==> src/rtl/buffer_load_sequencer_pkg.sv <==
// Shared definitions for the NPU layer-pass sequencer: FSM encoding and default sizes.
package buffer_load_sequencer_pkg;

   localparam int DEF_DATA_W       = 32;
   localparam int DEF_INPUT_WORDS  = 16;
   localparam int DEF_WEIGHT_WORDS = 16;
   localparam int DEF_INDEX_WORDS  = 8;
   localparam int DEF_OUTPUT_WORDS = 16;
   localparam int DEF_CNT_W        = 16;

   typedef enum logic [2:0] {
      ST_IDLE     = 3'd0,
      ST_LOAD_IN  = 3'd1,
      ST_LOAD_WT  = 3'd2,
      ST_LOAD_IDX = 3'd3,
      ST_COMPUTE  = 3'd4,
      ST_DRAIN    = 3'd5
   } state_t;

endpackage

==> src/rtl/buffer_load_sequencer_if.sv <==
// Valid/ready word stream used for both the host input and host output ports.
interface buffer_load_sequencer_if
   import buffer_load_sequencer_pkg::*;
#(
   parameter int DATA_W = DEF_DATA_W
);
   logic [DATA_W-1:0] data;
   logic              valid;
   logic              ready;

   modport master (output data, output valid, input ready);
   modport slave  (input data, input valid, output ready);
endinterface

==> src/rtl/buffer_load_sequencer_seg_counter.sv <==
// Clearable up-counter with an equality compare against a run-time limit.
module buffer_load_sequencer_seg_counter #(
   parameter int CNT_W = 16
) (
   input  logic             clk,
   input  logic             reset,
   input  logic             clear,
   input  logic             inc,
   input  logic [CNT_W-1:0] limit,
   output logic             hit
);
   logic [CNT_W-1:0] count;

   // NOTE: sequential state uses non-blocking assignments so every flop samples pre-edge values.
   always_ff @(posedge clk or posedge reset) begin
      if (reset)      count <= '0;
      else if (clear) count <= '0;
      else if (inc)   count <= count + 1'b1;
   end

   assign hit = (count == limit);
endmodule

==> src/rtl/buffer_load_sequencer.sv <==
// Layer-pass controller: loads input/weight/index buffers from one stream, kicks compute, drains output.
module buffer_load_sequencer
   import buffer_load_sequencer_pkg::*;
#(
   parameter int DATA_W       = DEF_DATA_W,
   parameter int INPUT_WORDS  = DEF_INPUT_WORDS,
   parameter int WEIGHT_WORDS = DEF_WEIGHT_WORDS,
   parameter int INDEX_WORDS  = DEF_INDEX_WORDS,
   parameter int OUTPUT_WORDS = DEF_OUTPUT_WORDS,
   parameter int CNT_W        = DEF_CNT_W
) (
   input  logic                 clk,
   input  logic                 reset,
   input  logic                 start,
   buffer_load_sequencer_if.slave  s,
   output logic                 in_wr_en,
   output logic                 wt_wr_en,
   output logic                 idx_wr_en,
   output logic [DATA_W-1:0]    buf_wr_data,
   output logic                 compute_start,
   input  logic                 compute_done,
   output logic                 out_rd_en,
   input  logic [DATA_W-1:0]    out_rd_data,
   buffer_load_sequencer_if.master m,
   output logic                 busy,
   output logic                 done
);
   // Load and send counters compare against the last index; the read counter against the total.
   localparam logic [CNT_W-1:0] IN_LAST  = CNT_W'(INPUT_WORDS - 1);
   localparam logic [CNT_W-1:0] WT_LAST  = CNT_W'(WEIGHT_WORDS - 1);
   localparam logic [CNT_W-1:0] IDX_LAST = CNT_W'(INDEX_WORDS - 1);
   localparam logic [CNT_W-1:0] OUT_ALL  = CNT_W'(OUTPUT_WORDS);
   localparam logic [CNT_W-1:0] OUT_LAST = CNT_W'(OUTPUT_WORDS - 1);

   state_t           state, state_next;
   logic [CNT_W-1:0] load_limit;
   logic             load_beat, load_hit;
   logic             rd_hit, sent_hit;
   logic             m_accept, drain_end;
   logic             pending;

   assign load_beat = s.valid && s.ready;
   assign m_accept  = (state == ST_DRAIN) && m.valid && m.ready;
   assign drain_end = m_accept && sent_hit;
   assign busy      = (state != ST_IDLE);

   buffer_load_sequencer_seg_counter #(.CNT_W(CNT_W)) u_load_cnt (
      .clk(clk), .reset(reset), .clear(load_beat && load_hit), .inc(load_beat),
      .limit(load_limit), .hit(load_hit)
   );

   buffer_load_sequencer_seg_counter #(.CNT_W(CNT_W)) u_rd_cnt (
      .clk(clk), .reset(reset), .clear(drain_end), .inc(out_rd_en),
      .limit(OUT_ALL), .hit(rd_hit)
   );

   buffer_load_sequencer_seg_counter #(.CNT_W(CNT_W)) u_sent_cnt (
      .clk(clk), .reset(reset), .clear(drain_end), .inc(m_accept),
      .limit(OUT_LAST), .hit(sent_hit)
   );

   // NOTE: the asynchronous reset clears every register, so an aborted pass leaves no residue.
   always_ff @(posedge clk or posedge reset) begin
      if (reset) state <= ST_IDLE;
      else       state <= state_next;
   end

   // NOTE: every output of this block gets a default first so no latch can be inferred.
   always_comb begin
      state_next = state;
      s.ready    = 1'b0;
      load_limit = '0;
      out_rd_en  = 1'b0;
      unique case (state)
         ST_IDLE:     if (start) state_next = ST_LOAD_IN;
         ST_LOAD_IN: begin
            s.ready    = 1'b1;
            load_limit = IN_LAST;
            if (s.valid && load_hit) state_next = ST_LOAD_WT;
         end
         ST_LOAD_WT: begin
            s.ready    = 1'b1;
            load_limit = WT_LAST;
            if (s.valid && load_hit) state_next = ST_LOAD_IDX;
         end
         ST_LOAD_IDX: begin
            s.ready    = 1'b1;
            load_limit = IDX_LAST;
            if (s.valid && load_hit) state_next = ST_COMPUTE;
         end
         // compute_start is high only in the first COMPUTE cycle, masking compute_done there.
         ST_COMPUTE:  if (!compute_start && compute_done) state_next = ST_DRAIN;
         ST_DRAIN: begin
            out_rd_en = !rd_hit && !pending && (!m.valid || m.ready);
            if (drain_end) state_next = ST_IDLE;
         end
         default:     state_next = ST_IDLE;
      endcase
   end

   always_ff @(posedge clk or posedge reset) begin
      if (reset) begin
         in_wr_en      <= 1'b0;
         wt_wr_en      <= 1'b0;
         idx_wr_en     <= 1'b0;
         buf_wr_data   <= '0;
         compute_start <= 1'b0;
         pending       <= 1'b0;
         done          <= 1'b0;
         m.data        <= '0;
         m.valid       <= 1'b0;
      end else begin
         in_wr_en      <= load_beat && (state == ST_LOAD_IN);
         wt_wr_en      <= load_beat && (state == ST_LOAD_WT);
         idx_wr_en     <= load_beat && (state == ST_LOAD_IDX);
         if (load_beat) buf_wr_data <= s.data;
         compute_start <= (state_next == ST_COMPUTE) && (state != ST_COMPUTE);
         pending       <= out_rd_en;
         done          <= drain_end;
         // A read is only issued when the output slot is free by the time its data returns.
         if (pending) begin
            m.data  <= out_rd_data;
            m.valid <= 1'b1;
         end else if (m_accept) begin
            m.valid <= 1'b0;
         end
      end
   end
endmodule

==> src/flat_wrapper.sv <==
// flat-port wrapper written by rule: the top's interface ports become plain ports
module buffer_load_sequencer_flat import buffer_load_sequencer_pkg::*;
#(
   parameter int DATA_W       = DEF_DATA_W,
   parameter int INPUT_WORDS  = DEF_INPUT_WORDS,
   parameter int WEIGHT_WORDS = DEF_WEIGHT_WORDS,
   parameter int INDEX_WORDS  = DEF_INDEX_WORDS,
   parameter int OUTPUT_WORDS = DEF_OUTPUT_WORDS,
   parameter int CNT_W        = DEF_CNT_W
)
  (clk, reset, start, in_wr_en, wt_wr_en, idx_wr_en, buf_wr_data, compute_start, compute_done, out_rd_en, out_rd_data, busy, done, s_data, s_valid, s_ready, m_data, m_valid, m_ready);
  buffer_load_sequencer_if #(.DATA_W(DATA_W)) s_i ();
  buffer_load_sequencer_if #(.DATA_W(DATA_W)) m_i ();
  input  logic clk;
  input  logic reset;
  input  logic start;
  output logic in_wr_en;
  output logic wt_wr_en;
  output logic idx_wr_en;
  output logic [DATA_W-1:0] buf_wr_data;
  output logic compute_start;
  input  logic compute_done;
  output logic out_rd_en;
  input  logic [DATA_W-1:0] out_rd_data;
  output logic busy;
  output logic done;
  input wire logic [$bits(s_i.data)-1:0] s_data;
  input wire logic [$bits(s_i.valid)-1:0] s_valid;
  output wire logic [$bits(s_i.ready)-1:0] s_ready;
  output wire logic [$bits(m_i.data)-1:0] m_data;
  output wire logic [$bits(m_i.valid)-1:0] m_valid;
  input wire logic [$bits(m_i.ready)-1:0] m_ready;
  assign s_i.data = s_data;
  assign s_i.valid = s_valid;
  assign s_ready = s_i.ready;
  assign m_data = m_i.data;
  assign m_valid = m_i.valid;
  assign m_i.ready = m_ready;
  buffer_load_sequencer #(.DATA_W(DATA_W), .INPUT_WORDS(INPUT_WORDS), .WEIGHT_WORDS(WEIGHT_WORDS), .INDEX_WORDS(INDEX_WORDS), .OUTPUT_WORDS(OUTPUT_WORDS), .CNT_W(CNT_W)) u_core (.clk(clk), .reset(reset), .start(start), .s(s_i), .in_wr_en(in_wr_en), .wt_wr_en(wt_wr_en), .idx_wr_en(idx_wr_en), .buf_wr_data(buf_wr_data), .compute_start(compute_start), .compute_done(compute_done), .out_rd_en(out_rd_en), .out_rd_data(out_rd_data), .m(m_i), .busy(busy), .done(done));
endmodule
==> config.mk <==
export PLATFORM = sky130hd
export DESIGN_NAME = buffer_load_sequencer_flat
export DESIGN_NICKNAME = d
export VERILOG_FILES = /design/src/rtl/buffer_load_sequencer_pkg.sv /design/src/rtl/buffer_load_sequencer_if.sv /design/src/rtl/buffer_load_sequencer_seg_counter.sv /design/src/rtl/buffer_load_sequencer.sv /design/src/flat_wrapper.sv
export SDC_FILE = /design/constraint.sdc
export NUM_CORES = 1
export LEC_CHECK = 0
export ABC_AREA = 1
export CAP_MARGIN = 20
export CORE_MARGIN = 4
export CORE_UTILIZATION = 47
export DETAILED_ROUTE_END_ITERATION = 10
export PLACE_DENSITY = 0.77
export RECOVER_POWER = 25
export SYNTH_ARGS = -nofsm -noshare
export SYNTH_HDL_FRONTEND = slang
export SYNTH_SLANG_ARGS = --single-unit
==> constraint.sdc <==
create_clock -name clk -period 4.5 [get_ports clk]
set_input_delay 0.675 -clock clk [delete_from_list [all_inputs] [get_ports clk]]
set_output_delay 0.675 -clock clk [all_outputs]
set_load 0.01 [all_outputs]
==> results of run 1 <==
cell usage in the layout (no fill, tap or decap), types with 5 or more instances in the layout:
cell / Yosys / layout
sky130_fd_sc_hd__nor2_1: 50 / 50
sky130_fd_sc_hd__dfrtp_1: 122 / 122
sky130_fd_sc_hd__inv_2: 10 / 9
sky130_fd_sc_hd__inv_1: 51 / 51
sky130_fd_sc_hd__nand2_1: 263 / 263
sky130_fd_sc_hd__xor2_1: 30 / 30
sky130_fd_sc_hd__nand3_1: 45 / 46
sky130_fd_sc_hd__clkbuf_16: 0 / 17
sky130_fd_sc_hd__nor3_1: 17 / 17
sky130_fd_sc_hd__o21ai_0: 16 / 16
sky130_fd_sc_hd__nand4_1: 12 / 12
sky130_fd_sc_hd__clkdlybuf4s50_1: 0 / 140
sky130_fd_sc_hd__xnor2_1: 5 / 5
sky130_fd_sc_hd__nor2_2: 7 / 7
sky130_fd_sc_hd__o21ai_1: 12 / 12
critical path, stage by stage, from the launching register on:
cell                              delay (ns)
sky130_fd_sc_hd__dfrtp_1                0.35
sky130_fd_sc_hd__buf_4                  0.23
sky130_fd_sc_hd__inv_1                  0.81
sky130_fd_sc_hd__o211ai_2               0.24
sky130_fd_sc_hd__a21oi_4                0.16
sky130_fd_sc_hd__buf_4                  0.25
sky130_fd_sc_hd__clkdlybuf4s50_1        0.58
worst paths after layout:
path	start	endpoint
worst max-delay path	u_core.pending	out_rd_en
worst min-delay path	u_core.buf_wr_data[23]	u_core.buf_wr_data[23]
min in group asynchronous	reset	u_core.u_sent_cnt.count[11]
worst min register to register	u_core.buf_wr_data[23]	u_core.buf_wr_data[23]
max in group asynchronous	reset	u_core.u_load_cnt.count[0]
worst max register to register	u_core.pending	u_core.u_rd_cnt.count[10]
synth_stat cells:
cell / number
sky130_fd_sc_hd__nor3_4: 1
sky130_fd_sc_hd__o211ai_2: 1
sky130_fd_sc_hd__buf_6: 1
sky130_fd_sc_hd__dfrtp_1: 122
sky130_fd_sc_hd__a21oi_4: 1
sky130_fd_sc_hd__nor2_2: 7
sky130_fd_sc_hd__buf_2: 7
sky130_fd_sc_hd__inv_2: 10
sky130_fd_sc_hd__ha_1: 4
sky130_fd_sc_hd__nand4_1: 12
sky130_fd_sc_hd__nand4_4: 1
sky130_fd_sc_hd__clkbuf_1: 8
sky130_fd_sc_hd__buf_12: 1
sky130_fd_sc_hd__buf_4: 2
sky130_fd_sc_hd__o21a_1: 1
sky130_fd_sc_hd__a21oi_1: 2
sky130_fd_sc_hd__nor2_1: 50
sky130_fd_sc_hd__nor2_8: 1
sky130_fd_sc_hd__xor2_1: 30
sky130_fd_sc_hd__o21ai_0: 16
sky130_fd_sc_hd__o21ai_1: 12
sky130_fd_sc_hd__xnor2_1: 5
sky130_fd_sc_hd__nor3_1: 17
sky130_fd_sc_hd__nand2_2: 3
sky130_fd_sc_hd__clkinv_2: 1
sky130_fd_sc_hd__nor3_2: 4
sky130_fd_sc_hd__inv_4: 1
sky130_fd_sc_hd__nand3_1: 45
sky130_fd_sc_hd__nand2_1: 263
sky130_fd_sc_hd__nand3_4: 3
sky130_fd_sc_hd__nand3b_1: 3
sky130_fd_sc_hd__nand2_4: 2
sky130_fd_sc_hd__inv_1: 51
sky130_fd_sc_hd__nand3_2: 3
stage by stage:
step	hold WS [ns]	setup WS [ns]
final	0.4701	0.7742
after global routing	0.4948	0.5694
after CTS	0.4720	1.127
after detailed placement	0.4575	1.513
after global placement	0.4535	1.522
after floorplan	0.4423	0.5825
cell families (layout without fill, tap and decap cells):
kind of cell | Yosys count | count (layout)
and+or+nand+nor | 415 | 415
DFF | 122 | 122
buffers and inverters | 82 | 240
xor gates and xnor gates | 35 | 35
AOI/OAI and AO/OA | 33 | 33
adders and majority gates | 4 | 4
area by class of cell:
cell class / count / area (um^2) / area share (%)
Clock buffer: 21 / 440.4 / 5.540
Clock inverter: 11 / 171.4 / 2.156
Inverter: 63 / 240.2 / 3.022
Multi-Input combinational cell: 487 / 2379 / 29.92
Sequential cell: 122 / 3053 / 38.40
Tap cell: 168 / 210.2 / 2.644
Timing Repair Buffer: 145 / 1456 / 18.32
layer usage:
layer	share of wire, %	up-vias	global-route usage, %	routed length [um]
li1	-	2452	-	-
met1	41	2350	26.56	6133
met2	48	195	35.68	7194
met3	9.1	15	9.354	1350
met4	1.1	0	6.517	160
met5	0	-	0	0
flip-flops by register name, indices dropped and copies added (netlist names):
name                     cells
u_core.done                  1
u_core.buf_wr_data          32
u_core.pending               1
u_core.u_rd_cnt.count       16
u_core.u_load_cnt.count     16
u_core.idx_wr_en             1
u_core.m.data               32
u_core.m.valid               1
u_core.wt_wr_en              1
u_core.u_sent_cnt.count     16
u_core.in_wr_en              1
u_core.compute_start         1
u_core.state                 3
power breakdown:
part / total (mW) / switching [mW] / internal (mW) / leakage [nW]
sequential: 1.35 / 0.118 / 1.23 / 1.32
combinational: 0.679 / 0.362 / 0.318 / 2.25
clock: 1.42 / 0.492 / 0.926 / 0.291
==> impl_metrics.py, run 1 <==
metrics = {
    "outcome": {
        "run_status": "complete, but fails checks",
        "failed_checks": "max-capacitance violations, max-slew violations",
    },
    "route": {
        "initialDrtViolationCount": 285,
        "ant_nets": 0,
        "detail_route.vias_per_cell": 4.928,
        "wirelength_um": 14840,
        "drt-pass1-iter-count": 5,
        "vias": 5012,
        "avgRoutedWirePerCell_um": 14.59,
        "drc_viols": 0,
    },
    "yosys": {
        "post-synth-top-area-fraction_pct": 52.68,
        "synth_xor_area_share_pct": 5.289,
        "synth_area_leader_cell": "sky130_fd_sc_hd__dfrtp_1",
        "yosys_register_bits": 122,
        "synth-compound-area-share_pct": 3.217,
        "syn-mean-instance-area_um2": 8.387,
        "synth.net_count": 765,
        "synth.cell_area_mm2": 0.005796,
        "largest_family_of_logic_cells_by_synthesized_area": "simple AND/OR/NAND/NOR gates",
        "post_synth_mux_area_share_pct": 0,
        "top_post_synthesis_cells_by_area": "sky130_fd_sc_hd__dfrtp_1, sky130_fd_sc_hd__nand2_1, sky130_fd_sc_hd__xor2_1",
        "synth.yosys.seq_area_share_pct": 52.68,
        "post_synth_num_cell_types": 34,
        "synth_warnings": 0,
        "area_share_of_fa_ha_maj_cells_after_synthesis_pct": 0.8636,
        "synth-simple-area-share_pct": 31.89,
        "synthCells": 691,
    },
    "floorplanning": {
        "core_area_mm2": 0.01206,
        "floorplan.die.width_um": 119.0,
        "ioPinCount": 143,
        "die-area_mm2": 0.01417,
        "floorplan.initialDensity_pct": 48.05,
        "core.rowCount": 40,
        "fp.dieH_um": 119.0,
    },
    "placement": {
        "post-dp-hpwl_um": 10420,
        "io_buffers": 142,
        "dpl.cell_count": 985,
        "finalWeightedCongestion": 0.9131,
        "dpl_cell_area_mm2": 0.007353,
    },
    "sta": {
        "max_slew_margin_pct": -72.10,
        "worst_margin_pin_slew_ns": 2.567,
        "layout_min_cycle_time_ns": 3.726,
        "final.period_utilization_pct": 82.80,
        "fin_setup_tns_ns": 0,
        "maxClockFrequency_ghz": 0.2684,
        "final_hold_violating_endpoints": 0,
        "final_worst_clock_skew_ns": 0.008345,
        "grt_setup_unrepaired": "false",
        "setup_violation_total_in_the_final_timing_report": 0,
        "finalMaxSlewViolations": 58,
    },
    "setup_path": {
        "startpoint_class_of_the_critical_path": "flop",
        "reg2regPathDepth": 8,
        "end_kind": "primary output",
        "timing.setup.critical_path_class": "flop to primary output",
        "timing.critical_path.arrival_ns": 3.05,
        "critPathMaxFanout": 34,
        "critical_path_required_ns": 3.83,
        "rrSetupSlack_ns": 1.89,
    },
    "cells_and_area": {
        "layoutNonFillerInstCount": 1017,
        "finish.utilization_pct": 65.91,
        "layout.nets": 910,
        "insertedDiodeCount": 0,
        "fraction_of_final_layout_cells_sized_beyond_drive_strength_1_pct": 8.127,
        "num-fill-cells": 957,
        "areaGrowthSynthToFinish_pct": 37.18,
        "fin_area_mm2": 0.007950,
    },
    "worst_hold_path": {
        "timing.hold.worst_path_depth": 2,
        "timing.hold.worst.class": "flop to flop",
    },
    "pwr": {
        "vdd_ir_drop_max_mv": 0.3441,
        "p_per_area_mw_per_mm2": 433.4,
        "power_mw": 3.446,
        "leakagePower_nw": 3.864,
    },
    "clock_tree": {
        "postCtsSetupBuffers": 0,
        "clock_tree_from_tritoncts": "done",
        "cts_repair_resize_count": 0,
        "cts_max_level": 4,
        "postCtsHoldBufs": 0,
        "cts.root.buffer_cell": "sky130_fd_sc_hd__clkbuf_16",
        "clkSinkCount": 122,
        "cts_inserted_buffers": 17,
        "max-clock-path-buffers": 2,
        "cts.reportedPaths.clkPinSlew_ns": 0.06,
        "worst_skew_pair.late_latency_ns": 0.42,
    },
    "global_routing": {
        "track_usage_pct": 21.93,
        "wire_length_of_the_first_global_routing_pass_um": 25070,
        "total_grt_overflow": 0,
        "grt_antenna_before_repair": 0,
        "grt_max_degree": 66,
        "first_global_vias": 5129,
    },
    "flow_run": {
        "maxCapViolCount": 1,
    },
}
Power figures use the tool's default switching activity.
==> run 2: changes to the inputs <==
Settings changed: CORE_UTILIZATION 47 to 45.
Clock period 4.5 ns to 3 ns, I/O delays scaled along.
==> impl_metrics.py, run 2 (synthesis gave the netlist of run 1 again) <==
metrics = {
    "outcome": {
        "run_status": "complete, but fails checks",
        "failed_checks": "max-capacitance violations, max-slew violations",
    },
    "clock_tree": {
        "cts.reportedPaths.clkPinSlew_ns": 0.05,
        "postCtsSetupBuffers": 0,
        "postCtsHoldBufs": 0,
        "cts.root.buffer_cell": "sky130_fd_sc_hd__clkbuf_16",
        "clkSinkCount": 122,
        "cts_max_level": 4,
        "cts_inserted_buffers": 17,
        "clock_tree_from_tritoncts": "done",
        "max-clock-path-buffers": 2,
        "cts_repair_resize_count": 0,
        "worst_skew_pair.late_latency_ns": 0.41,
    },
    "setup_path": {
        "critical_path_required_ns": 2.55,
        "timing.setup.critical_path_class": "flop to primary output",
        "end_kind": "primary output",
        "startpoint_class_of_the_critical_path": "flop",
        "timing.critical_path.arrival_ns": 1.94,
        "critPathMaxFanout": 3,
    },
    "global_routing": {
        "grt_antenna_before_repair": 0,
        "total_grt_overflow": 0,
        "track_usage_pct": 20.17,
        "first_global_vias": 5028,
        "wire_length_of_the_first_global_routing_pass_um": 23610,
        "grt_max_degree": 47,
    },
    "sta": {
        "worst_margin_pin_slew_ns": 1.520,
        "final_hold_violating_endpoints": 0,
        "fin_setup_tns_ns": 0,
        "max_slew_margin_pct": -1.919,
        "maxClockFrequency_ghz": 0.4179,
        "setup_violation_total_in_the_final_timing_report": 0,
        "layout_min_cycle_time_ns": 2.393,
        "finalMaxSlewViolations": 65,
        "final_worst_clock_skew_ns": 0.006821,
        "grt_setup_unrepaired": "false",
        "final.period_utilization_pct": 79.77,
    },
    "pwr": {
        "vdd_ir_drop_max_mv": 0.5033,
        "p_per_area_mw_per_mm2": 644.6,
        "leakagePower_nw": 3.909,
    },
    "cells_and_area": {
        "fraction_of_final_layout_cells_sized_beyond_drive_strength_1_pct": 8.675,
        "largest_registers": "u_core.buf_wr_data: 32 flops, u_core.m.data: 32 flops",
        "layout_commonest_cell": "sky130_fd_sc_hd__nand2_1",
        "layoutNonFillerInstCount": 1025,
        "insertedDiodeCount": 0,
        "areaGrowthSynthToFinish_pct": 38.47,
        "layout_common_cells": "sky130_fd_sc_hd__nand2_1, sky130_fd_sc_hd__clkdlybuf4s50_1, sky130_fd_sc_hd__dfrtp_1",
        "fin_area_mm2": 0.008025,
        "layout.nets": 914,
    },
    "floorplanning": {
        "floorplan.die.width_um": 121.5,
        "ioPinCount": 143,
        "floorplan.initialDensity_pct": 45.93,
        "die-area_mm2": 0.01476,
        "core.rowCount": 41,
        "core_area_mm2": 0.01262,
        "fp.dieH_um": 121.5,
    },
    "placement": {
        "post-dp-hpwl_um": 10100,
        "finalWeightedCongestion": 0.8940,
        "io_buffers": 142,
        "dpl_cell_area_mm2": 0.007402,
        "dpl.cell_count": 993,
    },
    "route": {
        "drc_viols": 0,
        "vias": 4890,
        "wirelength_um": 14150,
        "initialDrtViolationCount": 377,
        "detail_route.vias_per_cell": 4.771,
        "ant_nets": 0,
        "drt-pass1-iter-count": 6,
        "avgRoutedWirePerCell_um": 13.81,
    },
    "flow_run": {
        "maxCapViolCount": 2,
    },
    "worst_hold_path": {
        "timing.hold.worst.class": "flop to flop",
    },
}
==> run 2: cell count changes in the layout (fill, tap and decap cells not counted) <==
| cell | previous run | this run |
|---|---|---|
| sky130_fd_sc_hd__nand3_4 | 2 | 3 |
| sky130_fd_sc_hd__nand3_1 | 46 | 45 |
| sky130_fd_sc_hd__inv_6 | 0 | 1 |
| sky130_fd_sc_hd__buf_4 | 2 | 4 |
| sky130_fd_sc_hd__clkinvlp_4 | 2 | 0 |
| sky130_fd_sc_hd__buf_12 | 1 | 2 |
| sky130_fd_sc_hd__inv_4 | 0 | 1 |
| sky130_fd_sc_hd__clkinvlp_2 | 2 | 1 |
| sky130_fd_sc_hd__clkbuf_8 | 0 | 2 |
==> run 2: path summary, 6_finish.rpt <==
path | start | to | depth (start not counted) | slack [ns]
max | u_core.u_rd_cnt.count[0] | out_rd_en | 6 | 0.61
min | u_core.m.data[4] | u_core.m.data[4] | 2 | 0.47
max reg2reg | u_core.pending | u_core.m.valid | 3 | 0.95
min reg2reg | u_core.m.data[4] | u_core.m.data[4] | 2 | 0.47
max in group asynchronous | reset | u_core.buf_wr_data[3] | 3 | 1.31
min in group asynchronous | reset | u_core.m.data[7] | 2 | 0.86
==> run 2: area by class of cell <==
type / instances / area (um^2)
fill: 1080 / 4594
sequential: 122 / 3053
multi-input combinational: 487 / 2391
timing repair buffer: 149 / 1495
clock buffer: 22 / 464.2
inverter: 63 / 241.5
tap: 172 / 215.2
clock inverter: 10 / 165.2
==> run 2: where the power goes <==
part           switching, mW  total (mW)  leakage, nW  internal, mW
logic                  0.530        1.01         2.28         0.483
registers              0.158        2.00         1.32          1.85
clock network          0.718        2.16        0.309          1.44
==> run 2: stage by stage <==
| step | setup slack [ns] | total power, mW | utilization, % | hold WS (ns) |
|---|---|---|---|---|
| finish | 0.6070 | 5.173 | 63.59 | 0.4668 |
| global route | 0.5004 | 5.433 | 63.59 | 0.4839 |
| CTS | 0.5871 | 5.226 | 63.64 | 0.4702 |
| detailed placement | 0.7137 | 3.050 | 58.66 | 0.4570 |
| global placement | 0.7207 | 3.034 | 58.66 | 0.4522 |
| floorplan | 1.053 | 2.572 | - | 0.4423 |
==> run 2: worst max-delay path: stages (launching register included) <==
cell and delay (ns):
sky130_fd_sc_hd__dfrtp_1 0.39, sky130_fd_sc_hd__inv_1 0.10, sky130_fd_sc_hd__ha_1 0.15, sky130_fd_sc_hd__nand3_1 0.07, sky130_fd_sc_hd__nor2_1 0.24, sky130_fd_sc_hd__a21oi_4 0.10
sky130_fd_sc_hd__clkdlybuf4s50_1 0.48
==> run 2: metal layers <==
layer  wire length, um  global-route usage [%]
met1              5903                   24.31
met2              6561                   31.50
met3              1434                   10.07
met4               252                   6.653
met5                 0                       0
==> run 3: changes to the inputs <==
Clock period 3 ns to 2.05 ns, I/O delays scaled along.
==> impl_metrics.py, run 3 (synthesis gave the netlist of run 1 again) <==
metrics = {
    "outcome": {
        "run_status": "finished clean",
    },
    "worst_hold_path": {
        "timing.hold.worst.class": "primary input to flop",
        "hold_path.startpoint": "out_rd_data[0]",
        "timing.hold.worst_path_depth": 3,
        "hold_path_end": "u_core.m.data[0]",
    },
    "setup_path": {
        "critical_path.slowest_cell": "sky130_fd_sc_hd__dfrtp_1",
        "critical_path_required_ns": 1.74,
        "timing.setup.critical_path_class": "flop to primary output",
        "end_kind": "primary output",
        "rrSetupSlack_ns": 0.26,
        "startpoint_class_of_the_critical_path": "flop",
        "max_stage_delay_ns": 0.41,
        "critical_path.reg2reg.startpoint": "u_core.u_sent_cnt.count[0]",
        "timing.critical_path.arrival_ns": 1.64,
        "timing.rr.end": "u_core.u_rd_cnt.count[11]",
        "reg2regPathDepth": 6,
        "critPathMaxFanout": 4,
        "path_cells": "buf_4 -> nand3_2 -> clkinv_2 -> o211ai_2 -> a21oi_4 -> dlygate4sd2_1",
    },
    "global_routing": {
        "grt_antenna_before_repair": 0,
        "wire_length_of_the_first_global_routing_pass_um": 23760,
        "total_grt_overflow": 0,
        "track_usage_pct": 20.30,
        "first_global_vias": 5113,
        "grt_max_degree": 39,
    },
    "pwr": {
        "vdd_ir_drop_max_mv": 0.8441,
        "power_mw": 7.762,
        "p_per_area_mw_per_mm2": 955.9,
        "leakagePower_nw": 3.951,
    },
    "sta": {
        "worst_margin_pin_slew_ns": 1.077,
        "grt_setup_unrepaired": "false",
        "setup_violation_total_in_the_final_timing_report": 0,
        "finalMaxSlewViolations": 0,
        "final.period_utilization_pct": 94.99,
        "final.setup.worst_slack_ns": 0.1027,
        "max_slew_margin_pct": 27.81,
        "final_worst_clock_skew_ns": 0.006235,
        "fin_setup_tns_ns": 0,
        "maxClockFrequency_ghz": 0.5135,
        "final_hold_violating_endpoints": 0,
        "layout_min_cycle_time_ns": 1.947,
        "holdWs_ns": 0.4332,
    },
    "route": {
        "vias": 5004,
        "detail_route.vias_per_cell": 4.854,
        "avgRoutedWirePerCell_um": 13.73,
        "wirelength_um": 14160,
        "drt-pass1-iter-count": 4,
        "ant_nets": 0,
        "initialDrtViolationCount": 327,
        "drc_viols": 0,
    },
    "cells_and_area": {
        "insertedDiodeCount": 0,
        "layout_commonest_cell": "sky130_fd_sc_hd__nand2_1",
        "finish.utilization_pct": 64.35,
        "layout.nets": 920,
        "fraction_of_final_layout_cells_sized_beyond_drive_strength_1_pct": 10.01,
        "layout_common_cells": "sky130_fd_sc_hd__nand2_1, sky130_fd_sc_hd__clkdlybuf4s50_1, sky130_fd_sc_hd__dfrtp_1",
        "largest_registers": "u_core.buf_wr_data: 32 flops, u_core.m.data: 32 flops",
        "fin_area_mm2": 0.008120,
        "num-fill-cells": 1116,
        "layoutNonFillerInstCount": 1031,
        "areaGrowthSynthToFinish_pct": 40.11,
    },
    "placement": {
        "dpl_cell_area_mm2": 0.007470,
        "post-dp-hpwl_um": 10230,
        "place_worst_setup_slack_ns": 0.09977,
        "dpl.cell_count": 997,
        "finalWeightedCongestion": 0.8534,
        "io_buffers": 142,
    },
    "floorplanning": {
        "floorplan.die.width_um": 121.5,
        "core.rowCount": 41,
        "fp.dieH_um": 121.5,
        "floorplan.initialDensity_pct": 45.93,
        "die-area_mm2": 0.01476,
        "ioPinCount": 143,
        "core_area_mm2": 0.01262,
    },
    "clock_tree": {
        "cts.root.buffer_cell": "sky130_fd_sc_hd__clkbuf_16",
        "worst_skew_pair.late_latency_ns": 0.40,
        "cts_max_level": 4,
        "cts.reportedPaths.clkPinSlew_ns": 0.06,
        "postCtsHoldBufs": 0,
        "max-clock-path-buffers": 2,
        "clkSinkCount": 122,
        "clock_tree_from_tritoncts": "done",
        "cts_inserted_buffers": 17,
    },
    "flow_run": {
        "maxCapViolCount": 0,
    },
}
run 3: changes by cell type in the layout (fill, tap and decap cells not counted), moves of 2 or more:
cell / previous run / this run
sky130_fd_sc_hd__clkinvlp_4: 0 / 3
sky130_fd_sc_hd__inv_2: 9 / 11
sky130_fd_sc_hd__clkbuf_4: 0 / 2
sky130_fd_sc_hd__inv_1: 51 / 49
sky130_fd_sc_hd__clkbuf_1: 4 / 1
sky130_fd_sc_hd__clkinv_2: 3 / 1
sky130_fd_sc_hd__buf_4: 4 / 8
run 3: routing by layer:
layer  global-route usage [%]  wire [um]  vias up
met2                    32.78       6650      144
met1                    23.34       5861     2374
met3                    10.68       1402       16
li1                         -          -     2470
met4                    6.303        242        0
met5                        0          0        -
run 3: worst max path at each step:
stage,startpoint,end,cells after the start
after floorplan,reset,u_core.buf_wr_data[0],1
after global placement,m_ready,out_rd_en,4
after detailed placement,m_ready,out_rd_en,4
after CTS,u_core.state[0],s_ready,5
after global routing,u_core.state[0],busy,5
final,u_core.state[0],out_rd_en,6
run 3: repair_timing:
action | 4_1_cts | 5_1_grt
cloned | 0 | 0
gates resized for setup | 2 | 2
pin swaps | 0 | 1
endpoints found under the setup margin | 1 | 3
buffers inserted | 0 | 2
hold endpoints to repair | 0 | 0
run 3: layout make-up:
| class | instances | area (um^2) | share of cell area, % |
|---|---|---|---|
| sequential | 122 | 3053 | 37.60 |
| multi-input combinational | 487 | 2394 | 29.48 |
| timing repair buffer | 155 | 1558 | 19.18 |
| clock buffer | 19 | 442.9 | 5.455 |
| inverter | 63 | 241.5 | 2.974 |
| clock inverter | 13 | 216.5 | 2.666 |
| tap | 172 | 215.2 | 2.650 |
run 3: worst max-delay path: cells and delay by family, from the launching register on:
kind                   cells  cell delay (ns)
AOI/OAI and AO/OA          2             0.25
buffers and inverters      3             0.51
DFF                        1             0.41
and+or+nand+nor            1             0.07
run 3: where the power goes:
part	switching (mW)	internal, mW
Clock	1.09	2.20
Sequential	0.230	2.70
Combinational	0.797	0.739
==> RTL change (flow settings as in run 2) <==
Set the package constant `DEF_DATA_W` to 64 (it was 32).
--- a/src/rtl/buffer_load_sequencer_pkg.sv
+++ b/src/rtl/buffer_load_sequencer_pkg.sv
@@ -2,5 +2,5 @@
 package buffer_load_sequencer_pkg;
 
-   localparam int DEF_DATA_W       = 32;
+   localparam int DEF_DATA_W       = 64;
    localparam int DEF_INPUT_WORDS  = 16;
    localparam int DEF_WEIGHT_WORDS = 16;
Ports: changed (resized buf_wr_data, m_data, out_rd_data and s_data); port bits go from 143 to 271. No check against the original RTL was run, so the function may have changed too.
==> RTL change against run 2 <==
  * The run still ends with max-capacitance violations, max-slew violations left
  * Synthesized area grew 39%
  * Worst setup slack got worse by 0.073 ns
  * Total power grew 15%
  * Sequential cell count rose by 64
  * Routed wire length grew 54%
  * Final cell count is 43% higher
  * Final area up 45%
  * Die area is 36% higher
  * Critical endpoint unchanged
  * Largest cell class unchanged
  * Highest routed layer unchanged
==> RTL change: results (changes against run 2) <==
Setup path
  – Worst Path Arrival: 2.02 ns (was 1.94 ns)
  – Critical Path Max Stage Delay: 0.52 ns (was 0.48 ns)
  – Maximum fanout along the worst path: 5 (was 3)
  – Crit Reg-Reg Startpoint: u_core.state[0] (was u_core.pending)
  – Reg2reg setup slack: 1.03 ns (was 0.95 ns)
  – Reg2Reg Depth: 8 (was 3)

Synthesis
  – Mean Syn Cell Area: 8.321 sq um (was 8.387 sq um)
  – Most frequent cells after synthesis: 466 x nand2_1, 186 x dfrtp_1, 72 x nand3_1 (was 263 x nand2_1, 122 x dfrtp_1, 51 x inv_1)
  – Seq/Total Area, Yosys: 0.5784 (was 0.5268)
  – Synth Area in Compound Gates: 0.01011 (was 0.03217)
  – Multiplexer share of the synthesized area: 0 (unchanged)
  – Yosys cell types: 29 (was 34)
  – Syn nets: 1105 (was 765)
  – Synth Area in Adders: 0.006220 (was 0.008636)
  – XOR/XNOR Fraction of Synth Area: 0.03919 (was 0.05289)

Finish
  – Final nets: 1370 (was 914)
  – Fin cells: 1470 (was 1025)
  – Biggest regs: u_core.buf_wr_data x64, u_core.m.data x64 (was u_core.buf_wr_data x32, u_core.m.data x32)
  – FF/Latch Area: 4656 sq um (was 3053 sq um)
  – Filler cells: 1432 (was 1080)

STA
  – Hold WS: 0.4696 ns (was 0.4668 ns)
  – Slew Limit Fails: 86 (was 65)
  – Max-slew headroom: -0.2535 (was -0.01919)

Power and ir drop
  – Tot Pwr: 0.005925 W (was 0.005173 W)
  – Seq pwr share: 0.463 (was 0.387)
  – Peak VDD IR: 0.0004020 V (was 0.0005033 V)
  – Leak pwr: 5.576 nW (was 3.909 nW)
  – Sw Ratio: 0.2414 (was 0.2717)

Run status
  – Failing checks: max-capacitance violations, max-slew violations (unchanged)
  – Status: complete, but fails checks (unchanged)

Drt
  – DR vias/cell: 4.744 (was 4.771)
  – DRT Pass-1 Iters: 5 (was 6)
  – WL final: 21.75 mm (was 14.15 mm)

Global routing
  – Vias in the first global route: 6916 (was 5028)
  – Met1 Track Usage GR: 0.2679 (was 0.2431)
  – All-layer global routing usage: 0.2197 (was 0.2017)
  – Initial antenna violation count: 1 (was 0)
  – First-pass GRT wire length: 35.22 mm (was 23.61 mm)
  – Pin count of the biggest net entering global routing: 102 (was 47)
  – Met3 Usage GRT: 0.08595 (was 0.1007)

Placement
  – Placer Congestion: 0.8793 (was 0.8940)
  – Buffers on Ports: 270 (was 142)
  – Post-Place Setup Slack: 0.6060 ns (was 0.7137 ns)
  – DP Area: 11000 sq um (was 7402 sq um)
  – HPWL Detailed: 15.50 mm (was 10.10 mm)

Run
  – Max Cap Viol: 1 (was 2)
[RTL change: cell types whose count changed after synthesis, moves of 4 or more]
cell      change
inv_2         -7
nor2_1        -4
o21ai_0       -8
o21ai_1      -12
buf_2         +5
nor2_2        -6
inv_1        +10
nand2_1     +203
clkbuf_1      +9
buf_1         +4
dfrtp_1      +64
nand3_1      +27
[RTL change: metal layers]
| metal | vias to the layer above | share of wire | wire length (um) |
|---|---|---|---|
| met5 | - | 0 | 0 |
| met4 | 0 | 0.032 | 703 |
| met3 | 43 | 0.085 | 1858 |
| met2 | 211 | 0.49 | 10650 |
| met1 | 3222 | 0.39 | 8536 |
| li1 | 3498 | - | - |
[RTL change: cell type report]
class / instances / share of cell area
sequential: 186 / 0.4011
multi-input combinational: 680 / 0.2572
timing repair buffer: 281 / 0.2408
clock buffer: 19 / 0.03902
tap: 225 / 0.02425
inverter: 66 / 0.02145
clock inverter: 12 / 0.01595
antenna: 1 / 0.0002156
